## src/rtl/pipe4_hazard_ctrl_if.sv

```systemverilog
`default_nettype none
// ============================================================================
//  Module      : pipe4_hazard_ctrl_if
//  Description : Decode/branch inputs and stall/flush/forwarding controls
//                exchanged between the 4-stage datapath and its hazard
//                controller.
//  Revision    : 1.0 - initial release
// ============================================================================
interface pipe4_hazard_ctrl_if #(
    parameter int RA_W = 5
);
    // Decode information from ID and branch resolution from EX
    logic            id_valid;
    logic [RA_W-1:0] id_rs1;
    logic [RA_W-1:0] id_rs2;
    logic [RA_W-1:0] id_rd;
    logic            id_we;
    logic            id_load;
    logic            id_multi;
    logic            ex_branch_taken;

    // Control returned to the PC, IF/ID and ID/EX registers
    logic            pc_stall;
    logic            ifid_stall;
    logic            ifid_flush;
    logic            idex_bubble;
    logic [1:0]      fwd_a_sel;
    logic [1:0]      fwd_b_sel;
    logic            ex_busy;
    logic            ex_done;

    // Datapath side
    modport master (
        output id_valid, id_rs1, id_rs2, id_rd, id_we, id_load, id_multi,
               ex_branch_taken,
        input  pc_stall, ifid_stall, ifid_flush, idex_bubble,
               fwd_a_sel, fwd_b_sel, ex_busy, ex_done
    );

    // Controller side
    modport slave (
        input  id_valid, id_rs1, id_rs2, id_rd, id_we, id_load, id_multi,
               ex_branch_taken,
        output pc_stall, ifid_stall, ifid_flush, idex_bubble,
               fwd_a_sel, fwd_b_sel, ex_busy, ex_done
    );
endinterface
`default_nettype wire

```

## src/rtl/pipe4_hazard_ctrl.sv

```systemverilog
`default_nettype none
// ============================================================================
//  Module      : pipe4_hazard_ctrl
//  Description : Hazard controller for the IF/ID/EX/WB core. Keeps a two-entry
//                destination scoreboard (EX, WB), drives operand forwarding,
//                load-use and multi-cycle-EX stalls and taken-branch flushes.
//                Build option HAZARD_FWD_EN: when defined, operands are
//                forwarded from EX/WB; when undefined, every EX/WB dependency
//                is resolved by interlocking and the selects stay 00.
//  Revision    : 1.0 - initial release
// ============================================================================
module pipe4_hazard_ctrl #(
    parameter int RA_W         = 5,
    parameter int MULTI_CYCLES = 4
) (
    input  logic                clk,
    input  logic                rst,
    pipe4_hazard_ctrl_if.slave  bus
);

    localparam logic [0:0] c_ST_RUN   = 1'b0;
    localparam logic [0:0] c_ST_MULTI = 1'b1;
    localparam logic [3:0] c_CNT_LOAD = 4'(MULTI_CYCLES - 1);

    // FSM and registered outputs
    logic [0:0]      r_state;
    logic [3:0]      r_cnt;
    logic            r_ex_busy;
    logic            r_ex_done;

    // Scoreboard: destination of the instructions now in EX and WB
    logic [RA_W-1:0] r_ex_rd;
    logic            r_ex_we;
    logic            r_ex_load;
    logic [RA_W-1:0] r_wb_rd;
    logic            r_wb_we;

    // Hazard decode
    logic            w_in_multi;
    logic            w_ex_hit_a;
    logic            w_ex_hit_b;
    logic            w_wb_hit_a;
    logic            w_wb_hit_b;
    logic            w_load_use;
    logic            w_interlock;
    logic            w_flush;
    logic            w_dep_stall;
    logic            w_enter_multi;
    logic            w_id_writes;
    logic [1:0]      w_fwd_a;
    logic [1:0]      w_fwd_b;

    assign w_in_multi = (r_state == c_ST_MULTI);

    // An entry only ever holds we=1 for a nonzero rd, so the r0 test on the
    // source side is what keeps r0 reads from matching.
    assign w_ex_hit_a = r_ex_we && (r_ex_rd == bus.id_rs1) && (bus.id_rs1 != '0);
    assign w_ex_hit_b = r_ex_we && (r_ex_rd == bus.id_rs2) && (bus.id_rs2 != '0);
    assign w_wb_hit_a = r_wb_we && (r_wb_rd == bus.id_rs1) && (bus.id_rs1 != '0);
    assign w_wb_hit_b = r_wb_we && (r_wb_rd == bus.id_rs2) && (bus.id_rs2 != '0);

    // A load in EX has no result yet; its consumer must wait one cycle.
    assign w_load_use = bus.id_valid && r_ex_load && (w_ex_hit_a || w_ex_hit_b);

`ifdef HAZARD_FWD_EN
    assign w_interlock = 1'b0;

    // Operand source select: EX result beats WB result, loads in EX excluded
    always_comb begin
        w_fwd_a = 2'b00;
        w_fwd_b = 2'b00;
        if (bus.id_valid) begin
            if (w_ex_hit_a && !r_ex_load) begin
                w_fwd_a = 2'b01;
            end else if (w_wb_hit_a) begin
                w_fwd_a = 2'b10;
            end
            if (w_ex_hit_b && !r_ex_load) begin
                w_fwd_b = 2'b01;
            end else if (w_wb_hit_b) begin
                w_fwd_b = 2'b10;
            end
        end
    end
`else
    // Without a bypass network any in-flight producer blocks the reader.
    assign w_interlock = bus.id_valid &&
                         (w_ex_hit_a || w_ex_hit_b || w_wb_hit_a || w_wb_hit_b);
    assign w_fwd_a     = 2'b00;
    assign w_fwd_b     = 2'b00;
`endif

    // Priority: multi-cycle hold, then branch flush, then dependency stall
    assign w_flush       = !w_in_multi && bus.ex_branch_taken;
    assign w_dep_stall   = !w_in_multi && !w_flush && (w_load_use || w_interlock);
    assign w_enter_multi = !w_in_multi && !w_flush && !w_dep_stall &&
                           bus.id_valid && bus.id_multi;
    assign w_id_writes   = bus.id_valid && bus.id_we && (bus.id_rd != '0);

    assign bus.pc_stall    = w_in_multi || w_dep_stall;
    assign bus.ifid_stall  = w_in_multi || w_dep_stall;
    assign bus.ifid_flush  = w_flush;
    assign bus.idex_bubble = w_in_multi || w_flush || w_dep_stall;
    assign bus.fwd_a_sel   = w_fwd_a;
    assign bus.fwd_b_sel   = w_fwd_b;
    assign bus.ex_busy     = r_ex_busy;
    assign bus.ex_done     = r_ex_done;

    // RUN/MULTI sequencing. ex_busy and ex_done are registered from the
    // transition so the final EX cycle (state back in RUN) still shows busy
    // together with the done pulse while the stalls are already released.
    always_ff @(posedge clk) begin
        if (rst) begin
            r_state   <= c_ST_RUN;
            r_cnt     <= 4'd0;
            r_ex_busy <= 1'b0;
            r_ex_done <= 1'b0;
        end else begin
            case (r_state)
                c_ST_MULTI: begin
                    r_ex_busy <= 1'b1;
                    if (r_cnt == 4'd1) begin
                        r_state   <= c_ST_RUN;
                        r_cnt     <= 4'd0;
                        r_ex_done <= 1'b1;
                    end else begin
                        r_cnt     <= r_cnt - 4'd1;
                        r_ex_done <= 1'b0;
                    end
                end
                default: begin
                    r_ex_done <= 1'b0;
                    if (w_enter_multi) begin
                        r_state   <= c_ST_MULTI;
                        r_cnt     <= c_CNT_LOAD;
                        r_ex_busy <= 1'b1;
                    end else begin
                        r_ex_busy <= 1'b0;
                    end
                end
            endcase
        end
    end

    // Scoreboard shift: held in MULTI (WB drains), emptied on bubble/flush
    always_ff @(posedge clk) begin
        if (rst) begin
            r_ex_rd   <= '0;
            r_ex_we   <= 1'b0;
            r_ex_load <= 1'b0;
            r_wb_rd   <= '0;
            r_wb_we   <= 1'b0;
        end else if (w_in_multi) begin
            r_wb_rd <= '0;
            r_wb_we <= 1'b0;
        end else begin
            r_wb_rd <= r_ex_rd;
            r_wb_we <= r_ex_we;
            if (w_flush || w_dep_stall) begin
                r_ex_rd   <= '0;
                r_ex_we   <= 1'b0;
                r_ex_load <= 1'b0;
            end else begin
                r_ex_rd   <= bus.id_rd;
                r_ex_we   <= w_id_writes;
                r_ex_load <= bus.id_valid && bus.id_load;
            end
        end
    end

endmodule
`default_nettype wire
```

## src/flat_wrapper.sv

```systemverilog
// flat-port wrapper written by rule: the top's interface ports become plain ports
module pipe4_hazard_ctrl_flat 
#(
    parameter int RA_W         = 5,
    parameter int MULTI_CYCLES = 4
)
  (clk, rst, bus_id_valid, bus_id_rs1, bus_id_rs2, bus_id_rd, bus_id_we, bus_id_load, bus_id_multi, bus_ex_branch_taken, bus_pc_stall, bus_ifid_stall, bus_ifid_flush, bus_idex_bubble, bus_fwd_a_sel, bus_fwd_b_sel, bus_ex_busy, bus_ex_done);
  pipe4_hazard_ctrl_if #(.RA_W(RA_W)) bus_i ();
  input  logic clk;
  input  logic rst;
  input wire logic [$bits(bus_i.id_valid)-1:0] bus_id_valid;
  input wire logic [$bits(bus_i.id_rs1)-1:0] bus_id_rs1;
  input wire logic [$bits(bus_i.id_rs2)-1:0] bus_id_rs2;
  input wire logic [$bits(bus_i.id_rd)-1:0] bus_id_rd;
  input wire logic [$bits(bus_i.id_we)-1:0] bus_id_we;
  input wire logic [$bits(bus_i.id_load)-1:0] bus_id_load;
  input wire logic [$bits(bus_i.id_multi)-1:0] bus_id_multi;
  input wire logic [$bits(bus_i.ex_branch_taken)-1:0] bus_ex_branch_taken;
  output wire logic [$bits(bus_i.pc_stall)-1:0] bus_pc_stall;
  output wire logic [$bits(bus_i.ifid_stall)-1:0] bus_ifid_stall;
  output wire logic [$bits(bus_i.ifid_flush)-1:0] bus_ifid_flush;
  output wire logic [$bits(bus_i.idex_bubble)-1:0] bus_idex_bubble;
  output wire logic [$bits(bus_i.fwd_a_sel)-1:0] bus_fwd_a_sel;
  output wire logic [$bits(bus_i.fwd_b_sel)-1:0] bus_fwd_b_sel;
  output wire logic [$bits(bus_i.ex_busy)-1:0] bus_ex_busy;
  output wire logic [$bits(bus_i.ex_done)-1:0] bus_ex_done;
  assign bus_i.id_valid = bus_id_valid;
  assign bus_i.id_rs1 = bus_id_rs1;
  assign bus_i.id_rs2 = bus_id_rs2;
  assign bus_i.id_rd = bus_id_rd;
  assign bus_i.id_we = bus_id_we;
  assign bus_i.id_load = bus_id_load;
  assign bus_i.id_multi = bus_id_multi;
  assign bus_i.ex_branch_taken = bus_ex_branch_taken;
  assign bus_pc_stall = bus_i.pc_stall;
  assign bus_ifid_stall = bus_i.ifid_stall;
  assign bus_ifid_flush = bus_i.ifid_flush;
  assign bus_idex_bubble = bus_i.idex_bubble;
  assign bus_fwd_a_sel = bus_i.fwd_a_sel;
  assign bus_fwd_b_sel = bus_i.fwd_b_sel;
  assign bus_ex_busy = bus_i.ex_busy;
  assign bus_ex_done = bus_i.ex_done;
  pipe4_hazard_ctrl #(.RA_W(RA_W), .MULTI_CYCLES(MULTI_CYCLES)) u_core (.clk(clk), .rst(rst), .bus(bus_i));
endmodule
```

## config.mk

```make
export PLATFORM = sky130hd
export DESIGN_NAME = pipe4_hazard_ctrl_flat
export DESIGN_NICKNAME = d
export VERILOG_FILES = /design/src/rtl/pipe4_hazard_ctrl_if.sv /design/src/rtl/pipe4_hazard_ctrl.sv /design/src/flat_wrapper.sv
export SDC_FILE = /design/constraint.sdc
export NUM_CORES = 1
export LEC_CHECK = 0
export BUFFER_PORTS_ARGS = -buffer_cell sky130_fd_sc_hd__buf_4
export CAP_MARGIN = 5
export CORE_MARGIN = 4
export CORE_UTILIZATION = 38
export CTS_BUF_LIST = sky130_fd_sc_hd__clkbuf_4 sky130_fd_sc_hd__clkbuf_8
export DETAILED_ROUTE_END_ITERATION = 10
export SLEW_MARGIN = 20
export SYNTH_ARGS = -nofsm -noshare
export SYNTH_HDL_FRONTEND = slang
export SYNTH_SLANG_ARGS = --single-unit
```

## constraint.sdc

```tcl
create_clock -name clk -period 1.7 [get_ports clk]
set_input_delay 0 -clock clk [delete_from_list [all_inputs] [get_ports clk]]
set_output_delay 0 -clock clk [all_outputs]
set_load 0.02 [all_outputs]
```

==> metrics.cfg, run 1 <==
[layout]
final_nets = 186
diodes = 0
drive_above_1_share_pct = 34.8
postLayoutCoreUtil_pct = 54.5
areaGrowthSynthToFinish_pct = 38.8

[grt]
grt_use_total_pct = 15.5
grt_max_degree = 20
grt_pass1_wl_microns = 4280
grt_overflow_total = 0
grt_pass1_vias = 988
antenna_found_initial = 0

[detailed_routing]
drt_pass1_iterations = 4
first_iter_violations = 15
via_count = 968
ant_nets = 0
drc_errors = 0
routed_wl_microns = 2690
vias_per_cell = 5.04
wl_per_cell_microns = 14.0

[logic_synthesis]
synth.distinct_cells = 35
syn_inst = 125
synth_edf_count = 0
synth-seq-cells = 19
synth_area_leader_cell = dfxtp_1
yosysMostFrequentCell = dfxtp_1
synthTopCellsByArea = dfxtp_1 (35%), xnor2_1 (9.8%), xor2_1 (6.5%), and2_1 (3.5%), buf_4 (3.5%)
ys.flop_type = dfxtp_1
synth_top_cells_by_count = dfxtp_1 (19), xnor2_1 (12), nand2_1 (8), xor2_1 (8), nor2_1 (7)
synth_area_sq_um = 1070
avgSynthCellArea_sq_um = 8.59
ys.warnings.count = 0
ys_seq_area_share_pct = 35.4
synthArstFlopShare_pct = 0
synth_top_area_share_pct = 35.4

[placement]
portBuffers = 26
place.detailed.hpwl_microns = 2010
place_congestion = 0.839
place_ws_ns = 0.0394

[timing]
fmax_ghz = 0.552
rsz0062_at_grt = true
maxSlewViolCount = 0
final.setup.worst_slack_ns = -0.113
fin_skew_ns = 0.00290
period_share_pct = 107
finalCriticalPeriod_ns = 1.81
finalHoldViolCount = 0
setup_viol_count_final = 3

[cts]
cts_root_buf = clkbuf_4
insertion_delay_ns = 0.30
path_clk_slew_ns = 0.11
h-tree-depth = 1
cts_num_sinks = 19
cts_tree = done
cts_buffers = 3
clock_path_buffers = 2

[power_and_ir_drop]
power.leakage_nw = 0.622
ir_worst_vdd_mv = 0.444
pwr_density_cell_nw_per_um2 = 647
fin_total_pwr_w = 0.000964

[die]
coreArea_sq_um = 2730
num_io_pins = 32
rows = 19
die_area_sq_um = 3740
die_y_microns = 61.2
start_util_pct = 39.3
die_x_microns = 61.2

[critical_path]
crit_type = reg2out
end_kind = output pin
slowest_stage = dfxtp_4
cpLargestDelayFamily = simple AND/OR/NAND/NOR gates
critPathBufInv = 1
crit_path_cell_trace = xor2_1, nor4_2, o21ai_1, nand2_1, and2_4, a21o_1, buf_6
slowest_delay_ns = 0.38
cp.required_ns = 1.70
cp_max_fo = 3
worstPathArrival_ns = 1.81
start_kind = register

[outcome]
status = complete, but fails checks
violations = negative setup slack

[job]
max_cap_violations = 0

[hold_path]
min-delay-path-class = in2reg

## per-layer routing
metal / vias up / wire [microns] / GRT usage [%]
li1: 497 / - / -
met1: 448 / 1090 / 16.4
met2: 21 / 1440 / 29.8
met3: 2 / 138 / 2.73
met4: 0 / 26 / 6.50
met5: - / 0 / 0
## placed cells by master, fill, tap and decap left out, types with 2 or more instances in the layout
cell           synthesis  final
buf_4                  5     29
dfxtp_1               19     12
nand2_1                8      8
nor2_1                 7      7
xor2_1                 8      7
xnor2_1               12      7
nand3_1                6      6
and2_1                 6      6
dlygate4sd3_1          0      6
inv_1                  5      5
xnor2_2                0      5
nand3b_1               5      5
o22ai_1                5      5
conb_1                 1      4
buf_6                  1      4
dfxtp_2                0      4
or4_1                  3      3
nor4_2                 0      3
a21oi_1                3      3
clkbuf_4               0      3
dfxtp_4                0      3
o21ai_1                2      2
nand2b_1               2      2
or3_1                  2      2
nor3b_1                2      2
o2bb2ai_1              2      2
ha_1                   2      2
## tightest hold or removal path, cell delays in order
cell and delay, ns:
buf_4 0.11, o2111ai_1 0.10, o2bb2a_1 0.14, nor2_1 0.04
## through the flow
step	setup TNS (ns)	instances	area [sq um]	hold WS (ns)
after floorplan	0	128	1080	0.137
after global placement	0	179	1280	0.304
after detailed placement	0	179	1280	0.305
after CTS	-0.308	192	1460	0.103
after global routing	-0.692	192	1490	0.122
final	-0.275	192	1490	0.119
## registers in the layout, indices dropped and copies added, names as in the netlist
register	count
u_core.r_ex_rd	5
u_core.r_wb_rd	5
u_core.r_cnt	4
u_core.bus.ex_busy	1
u_core.bus.ex_done	1
u_core.r_ex_we	1
u_core.r_state	1
u_core.r_wb_we	1
## final timing paths
| path | from | endpoint | slack, ns | depth (start not counted) |
|---|---|---|---|---|
| worst max-delay path | u_core.r_ex_rd[2]$_SDFFE_PP0N_ | bus_pc_stall | -0.11 | 7 |
| worst max register to register | u_core.r_wb_rd[1]$_SDFF_PP0_ | u_core.r_cnt[1]$_SDFFE_PP0P_ | 0.10 | 6 |
| worst min register to register | u_core.r_ex_we$_SDFFE_PP0N_ | u_core.r_wb_we$_SDFF_PP0_ | 0.50 | 1 |
| worst min-delay path | bus_id_we | u_core.r_ex_we$_SDFFE_PP0N_ | 0.12 | 4 |
## final cells by class
class	count	area [sq um]
Clock buffer	3	22.5
Clock inverter	1	5.00
Fill cell	268	1240
Inverter	5	18.8
Multi-Input combinational cell	94	686
Sequential cell	19	397
Tap cell	31	38.8
Timing Repair Buffer	39	323
## power breakdown
part           switching (W)  internal [W]  leakage, nW
combinational       0.000118      0.000130        0.446
clock               0.000143     0.0000876       0.0177
sequential         0.0000209      0.000465        0.159
total               0.000282      0.000682        0.622
## logic make-up after synthesis
kind of cell / count (synthesis) / synth area share [%]
AO/OA/AOI/OAI: 18 / 11.2
AND/OR/NAND/NOR: 49 / 25.6
XOR/XNOR: 20 / 16.3
flip-flops: 19 / 35.4
adder cells (fa/ha/maj): 2 / 2.33
multiplexers: 1 / 1.05
other: 1 / 0.349
buffers and inverters: 15 / 7.69
## what timing repair did
action / 4_1_cts / 5_1_grt
endpoints found under the setup margin: 3 / 7
resized for setup: 17 / 6
pin swaps: 9 / 2
setup buffers: 3 / 1
endpoints found under the hold margin: 9 / 0
hold buffers: 6 / 0
(Power assumes the default switching activity.)
==> inputs of run 2 (changes only) <==
PLACE_DENSITY = 0.61   (was default)
==> run 2 against run 1 <==
  * The flow still finishes with violations (negative setup slack)
  * Total power down 1.6%
  * Via count up 0.31%
  * Routed wire length shrank 7.6%
  * Fmax is 0.43% higher
  * Non-clock buffer count shrank 1
  * Combinational power down 4%
  * Die area unchanged
  * Global-route usage decreased by 1.1 points
  * Utilization shrank 1.2 points
  * Clock skew up 0.0063 ns
  * Critical endpoint is now bus_ifid_stall
  * Largest power group unchanged
==> metrics.cfg, run 2 (synthesis results as in run 1) <==
[layout]
diodes = 0  ; unchanged
areaGrowthSynthToFinish_pct = 35.8
final_nets = 185  ; -0.54%
drive_above_1_share_pct = 33.1  ; -1.7 points
reg.largest.list = u_core.r_ex_rd (5), u_core.r_wb_rd (5), u_core.r_cnt (4)
final_cell_mix = buf_4 (30), dfxtp_1 (12), xnor2_1 (9)
postLayoutCoreUtil_pct = 53.3  ; -1.2 points
final_common_cell = buf_4

[critical_path]
ff2ff_path_depth = 7  ; +1
worstPathArrival_ns = 1.80  ; about the same
cp_max_fo = 4  ; +1
end_kind = output pin
cp.required_ns = 1.70  ; about the same
start_kind = register
crit_type = reg2out

[timing]
setup_viol_count_final = 3  ; unchanged
fmax_ghz = 0.554  ; +0.43%
final.setup.worst_slack_ns = -0.105  ; +0.00778 ns
rsz0062_at_grt = true
maxSlewViolCount = 0  ; unchanged
finalHoldViolCount = 0  ; unchanged
finalCriticalPeriod_ns = 1.80  ; -0.00778 ns
fin_skew_ns = 0.00920  ; +0.00630 ns
period_share_pct = 106  ; -0.46 points

[die]
coreArea_sq_um = 2730  ; unchanged
die_y_microns = 61.2  ; unchanged
die_x_microns = 61.2  ; unchanged
num_io_pins = 32  ; unchanged
start_util_pct = 39.3  ; unchanged
rows = 19  ; unchanged
die_area_sq_um = 3740  ; unchanged

[detailed_routing]
first_iter_violations = 17  ; +2
wl_per_cell_microns = 13.0  ; -7.1%
drt_pass1_iterations = 4  ; unchanged
routed_wl_microns = 2490  ; -7.6%
ant_nets = 0  ; unchanged
vias_per_cell = 5.08  ; +0.84%
drc_errors = 0  ; unchanged
via_count = 971  ; +0.31%

[power_and_ir_drop]
ir_worst_vdd_mv = 0.352  ; -21%
pwr_density_cell_nw_per_um2 = 651  ; +0.62%
fin_total_pwr_w = 0.000949  ; -1.6%
power.leakage_nw = 0.607  ; -2.5%

[cts]
cts_num_sinks = 19  ; unchanged
clock_path_buffers = 2  ; unchanged
insertion_delay_ns = 0.30  ; about the same
path_clk_slew_ns = 0.10  ; about the same
cts_buffers = 3  ; unchanged
cts_tree = done
h-tree-depth = 1  ; unchanged
cts_root_buf = clkbuf_4

[grt]
grt_use_total_pct = 14.4  ; -1.1 points
grt_pass1_wl_microns = 3980  ; -7.1%
grt_overflow_total = 0  ; unchanged
grt_max_degree = 20  ; unchanged
grt_pass1_vias = 955  ; -3.3%
antenna_found_initial = 0  ; unchanged

[outcome]
status = complete, but fails checks
violations = negative setup slack

[placement]
place.detailed.hpwl_microns = 1920  ; -4.5%
place_congestion = 0.844  ; +0.60%
portBuffers = 26  ; unchanged

[job]
max_cap_violations = 0  ; unchanged

[hold_path]
min-delay-path-class = in2reg
holdPathStages = 4  ; unchanged

[run 2: cell types whose count changed in the layout (fill, tap and decap cells not counted), sizes merged]
cell and change:
buf -1
[run 2: cell type report]
type | count | area [sq um]
Tap cell | 31 | 38.8
Inverter | 5 | 18.8
Clock inverter | 1 | 5.00
Clock buffer | 3 | 22.5
Fill cell | 267 | 1280
Timing Repair Buffer | 38 | 308
Multi-Input combinational cell | 94 | 671
Sequential cell | 19 | 394
[run 2: report_power, final]
group / switching [W] / internal (W)
Clock: 0.000137 / 0.0000876
Sequential: 0.0000208 / 0.000466
Combinational: 0.000113 / 0.000125
Total: 0.000271 / 0.000678
[run 2: routing by layer]
metal | global-route usage (%) | vias up | part of all wire (%)
li1 | - | 494 | -
met1 | 17.2 | 445 | 43
met2 | 24.3 | 28 | 50
met3 | 2.31 | 4 | 4.7
met4 | 8.36 | 0 | 2.6
met5 | 0 | - | 0
[run 2: worst max-delay path, cell delays in order, from the launching register on]
cell     delay [ns]
dfxtp_4        0.38
xor2_2         0.15
nor4_2         0.31
o21ai_1        0.13
nand2_1        0.10
and2_4         0.16
a21o_1         0.14
buf_4          0.14
[run 2: repair_timing]
item                                    CTS  global route
gates resized for setup                   8            10
endpoints found under the hold margin    10             0
hold buffers                              6             0
buffers inserted                          0             2
pin swaps                                 2             3
endpoints found under the setup margin    3             4
[run 2: worst paths after layout]
check	startpoint	end	slack, ns
worst min register to register	u_core.r_ex_we$_SDFFE_PP0N_	u_core.r_wb_we$_SDFF_PP0_	0.50
worst max register to register	u_core.r_ex_rd[2]$_SDFFE_PP0N_	u_core.r_ex_rd[3]$_SDFFE_PP0N_	0.17
worst min-delay path	bus_id_we	u_core.r_ex_we$_SDFFE_PP0N_	0.1
worst max-delay path	u_core.r_ex_rd[2]$_SDFFE_PP0N_	bus_ifid_stall	-0.10
[run 2: through the flow]
| stage | instance area (sq um) | hold WS (ns) | cells | setup slack [ns] | setup TNS, ns |
|---|---|---|---|---|---|
| 6_report | 1460 | 0.0984 | 191 | -0.105 | -0.241 |
| 5_1_grt | 1460 | 0.0858 | 191 | -0.223 | -0.590 |
| 4_1_cts | 1400 | 0.0940 | 190 | -0.0841 | -0.222 |
| 3_5_place_dp | 1290 | 0.304 | 180 | 0.0297 | 0 |
| 3_3_place_gp | 1290 | 0.304 | 180 | 0.0493 | 0 |
| 2_1_floorplan | 1080 | 0.137 | 128 | 0.0959 | 0 |
==> inputs of run 3 (changes only) <==
GPL_TIMING_DRIVEN = 0   (was default)
MAX_ROUTING_LAYER = met4   (was default)
==> run 3 against run 2 <==
  * The run still ends with negative setup slack left
  * Highest routed layer unchanged
  * Register-to-register slack got worse by 0.26 ns
  * Total power rose by 3.2%
  * Non-clock buffer count up 14
  * Largest power group unchanged
  * Combinational power grew 9.2%
  * First-iteration DRC count up 120%
==> metrics.cfg, run 3 (synthesis results as in run 1) <==
[critical_path]
crit_type = reg2out
start_kind = register
r2r_slack_ns = -0.09  ; -0.26 ns
cp_max_fo = 4  ; unchanged
cp.required_ns = 1.70  ; about the same
crit_path_cell_trace = xor2_1, nor4_2, o21ai_1, nand2_1, and2_4, a21o_1, buf_4, buf_6
slowest_delay_ns = 0.37  ; about the same
worstPathArrival_ns = 1.86  ; +0.06 ns
end_kind = output pin
slowest_stage = dfxtp_4

[cts]
insertion_delay_ns = 0.30  ; about the same
cts_buffers = 3  ; unchanged
cts_tree = done
h-tree-depth = 1  ; unchanged
path_clk_slew_ns = 0.10  ; about the same
cts_num_sinks = 19  ; unchanged
clock_path_buffers = 2  ; unchanged
cts_root_buf = clkbuf_4

[timing]
setup_tns_ns = -0.684  ; -0.442 ns
fin_skew_ns = 0.0104  ; +0.00119 ns
rsz0062_at_grt = true
holdWs_ns = 0.0313  ; -0.0671 ns
final.setup.worst_slack_ns = -0.164  ; -0.0593 ns
period_share_pct = 110  ; +3.5 points
finalHoldViolCount = 0  ; unchanged
maxSlewViolCount = 0  ; unchanged
setup_viol_count_final = 9  ; +6
fmax_ghz = 0.536  ; -3.2%
finalCriticalPeriod_ns = 1.86  ; +0.0593 ns

[detailed_routing]
routed_wl_microns = 2790  ; +12%
wl_per_cell_microns = 13.6  ; +4.4%
via_count = 1057  ; +8.9%
drt_pass1_iterations = 4  ; unchanged
wl_met3_microns = 155  ; +34%
wl_met1_microns = 1240  ; +16%
dr.max_layer_used = met4
drc_errors = 0  ; unchanged
first_iter_violations = 38  ; +21
vias_per_cell = 5.16  ; +1.4%
met2_length_microns = 1380  ; +11%
ant_nets = 0  ; unchanged

[die]
die_y_microns = 61.2  ; unchanged
coreArea_sq_um = 2730  ; unchanged
die_area_sq_um = 3740  ; unchanged
num_io_pins = 32  ; unchanged
start_util_pct = 39.3  ; unchanged
rows = 19  ; unchanged
die_x_microns = 61.2  ; unchanged

[outcome]
status = complete, but fails checks
violations = negative setup slack

[power_and_ir_drop]
power.leakage_nw = 0.666  ; +9.8%
ir_worst_vdd_mv = 0.413  ; +17%
pwr_density_cell_nw_per_um2 = 607  ; -6.8%

[grt]
grt_overflow_total = 0  ; unchanged
grt_use_total_pct = 16.4  ; +2.0 points
grt_max_degree = 12  ; -40%
antenna_found_initial = 0  ; unchanged
grt_pass1_vias = 972  ; +1.8%
grt_pass1_wl_microns = 4500  ; +13%

[layout]
multi_input_area_sq_um = 724  ; +8.0%
drive_above_1_share_pct = 43.7  ; +11 points
final_cell_count_no_fill = 205  ; +7.3%
diodes = 0  ; unchanged
reg.largest.list = u_core.r_ex_rd (5), u_core.r_wb_rd (5), u_core.r_cnt (4)
nFillCells = 239  ; -10%
register_area_sq_um = 400  ; +1.6%
final_nets = 199  ; +7.6%
final_cell_mix = buf_4 (39), xnor2_1 (11), dfxtp_1 (9)
final_common_cell = buf_4
areaGrowthSynthToFinish_pct = 50.2

[placement]
portBuffers = 26  ; unchanged
place.detailed.hpwl_microns = 1960  ; +2.2%
dp.cells = 185  ; +2.8%
place_ws_ns = -0.164  ; -0.194 ns
place_congestion = 0.887  ; +5.0%

[job]
max_cap_violations = 0  ; unchanged

[hold_path]
min-delay-path-class = in2reg

run 3: layout make-up:
class                           instances  area share (%)
Sequential cell                        19            24.8
Tap cell                               31            2.40
Multi-Input combinational cell         94            44.9
Inverter                                5            1.16
Timing Repair Buffer                   43            21.6
Clock buffer                            3            1.40
Clock inverter                          1           0.310
Buffer                                  9            3.34
run 3: metal layers:
metal  vias to the layer above  GRT usage, %
met5                         -             -
met4                         0          4.95
met3                         2          1.89
met2                        37          27.0
met1                       500          20.9
li1                        518             -
run 3: worst max-delay path, delay by kind of cell, from the launching register on:
family          cells  cell delay [ns]
buf+inv             2             0.20
compound gates      2             0.25
simple gates        3             0.58
xor+xnor            1             0.17
flops               1             0.37
run 3: worst paths after layout:
kind | start | to | cells after the start
worst min register to register | u_core.r_ex_we$_SDFFE_PP0N_ | u_core.r_wb_we$_SDFF_PP0_ | 1
worst min-delay path | bus_ex_branch_taken | u_core.r_ex_rd[1]$_SDFFE_PP0N_ | 4
worst max register to register | u_core.r_ex_rd[2]$_SDFFE_PP0N_ | u_core.r_cnt[1]$_SDFFE_PP0P_ | 9
worst max-delay path | u_core.r_ex_rd[2]$_SDFFE_PP0N_ | bus_pc_stall | 8
run 3: power by group:
part | leakage [nW] | internal, W | switching (W)
combinational | 0.489 | 0.000134 | 0.000126
sequential | 0.160 | 0.000465 | 0.0000208
clock | 0.0177 | 0.0000877 | 0.000145
run 3: repair_timing:
item | 4_1_cts | 5_1_grt
gates resized for setup | 25 | 14
pin swaps | 12 | 7
hold buffers | 6 | 0
buffers inserted | 13 | 5
setup endpoints to repair | 6 | 14
endpoints found under the hold margin | 7 | 0
run 3: metrics by stage:
step	utilization, %	power, W	cell area (sq um)
6_report	59.0	0.000979	1610
5_1_grt	59.0	0.00103	1610
4_1_cts	57.3	0.000973	1570
3_5_place_dp	48.2	0.000715	1320
3_3_place_gp	48.2	0.000710	1320
2_1_floorplan	-	0.000627	1080
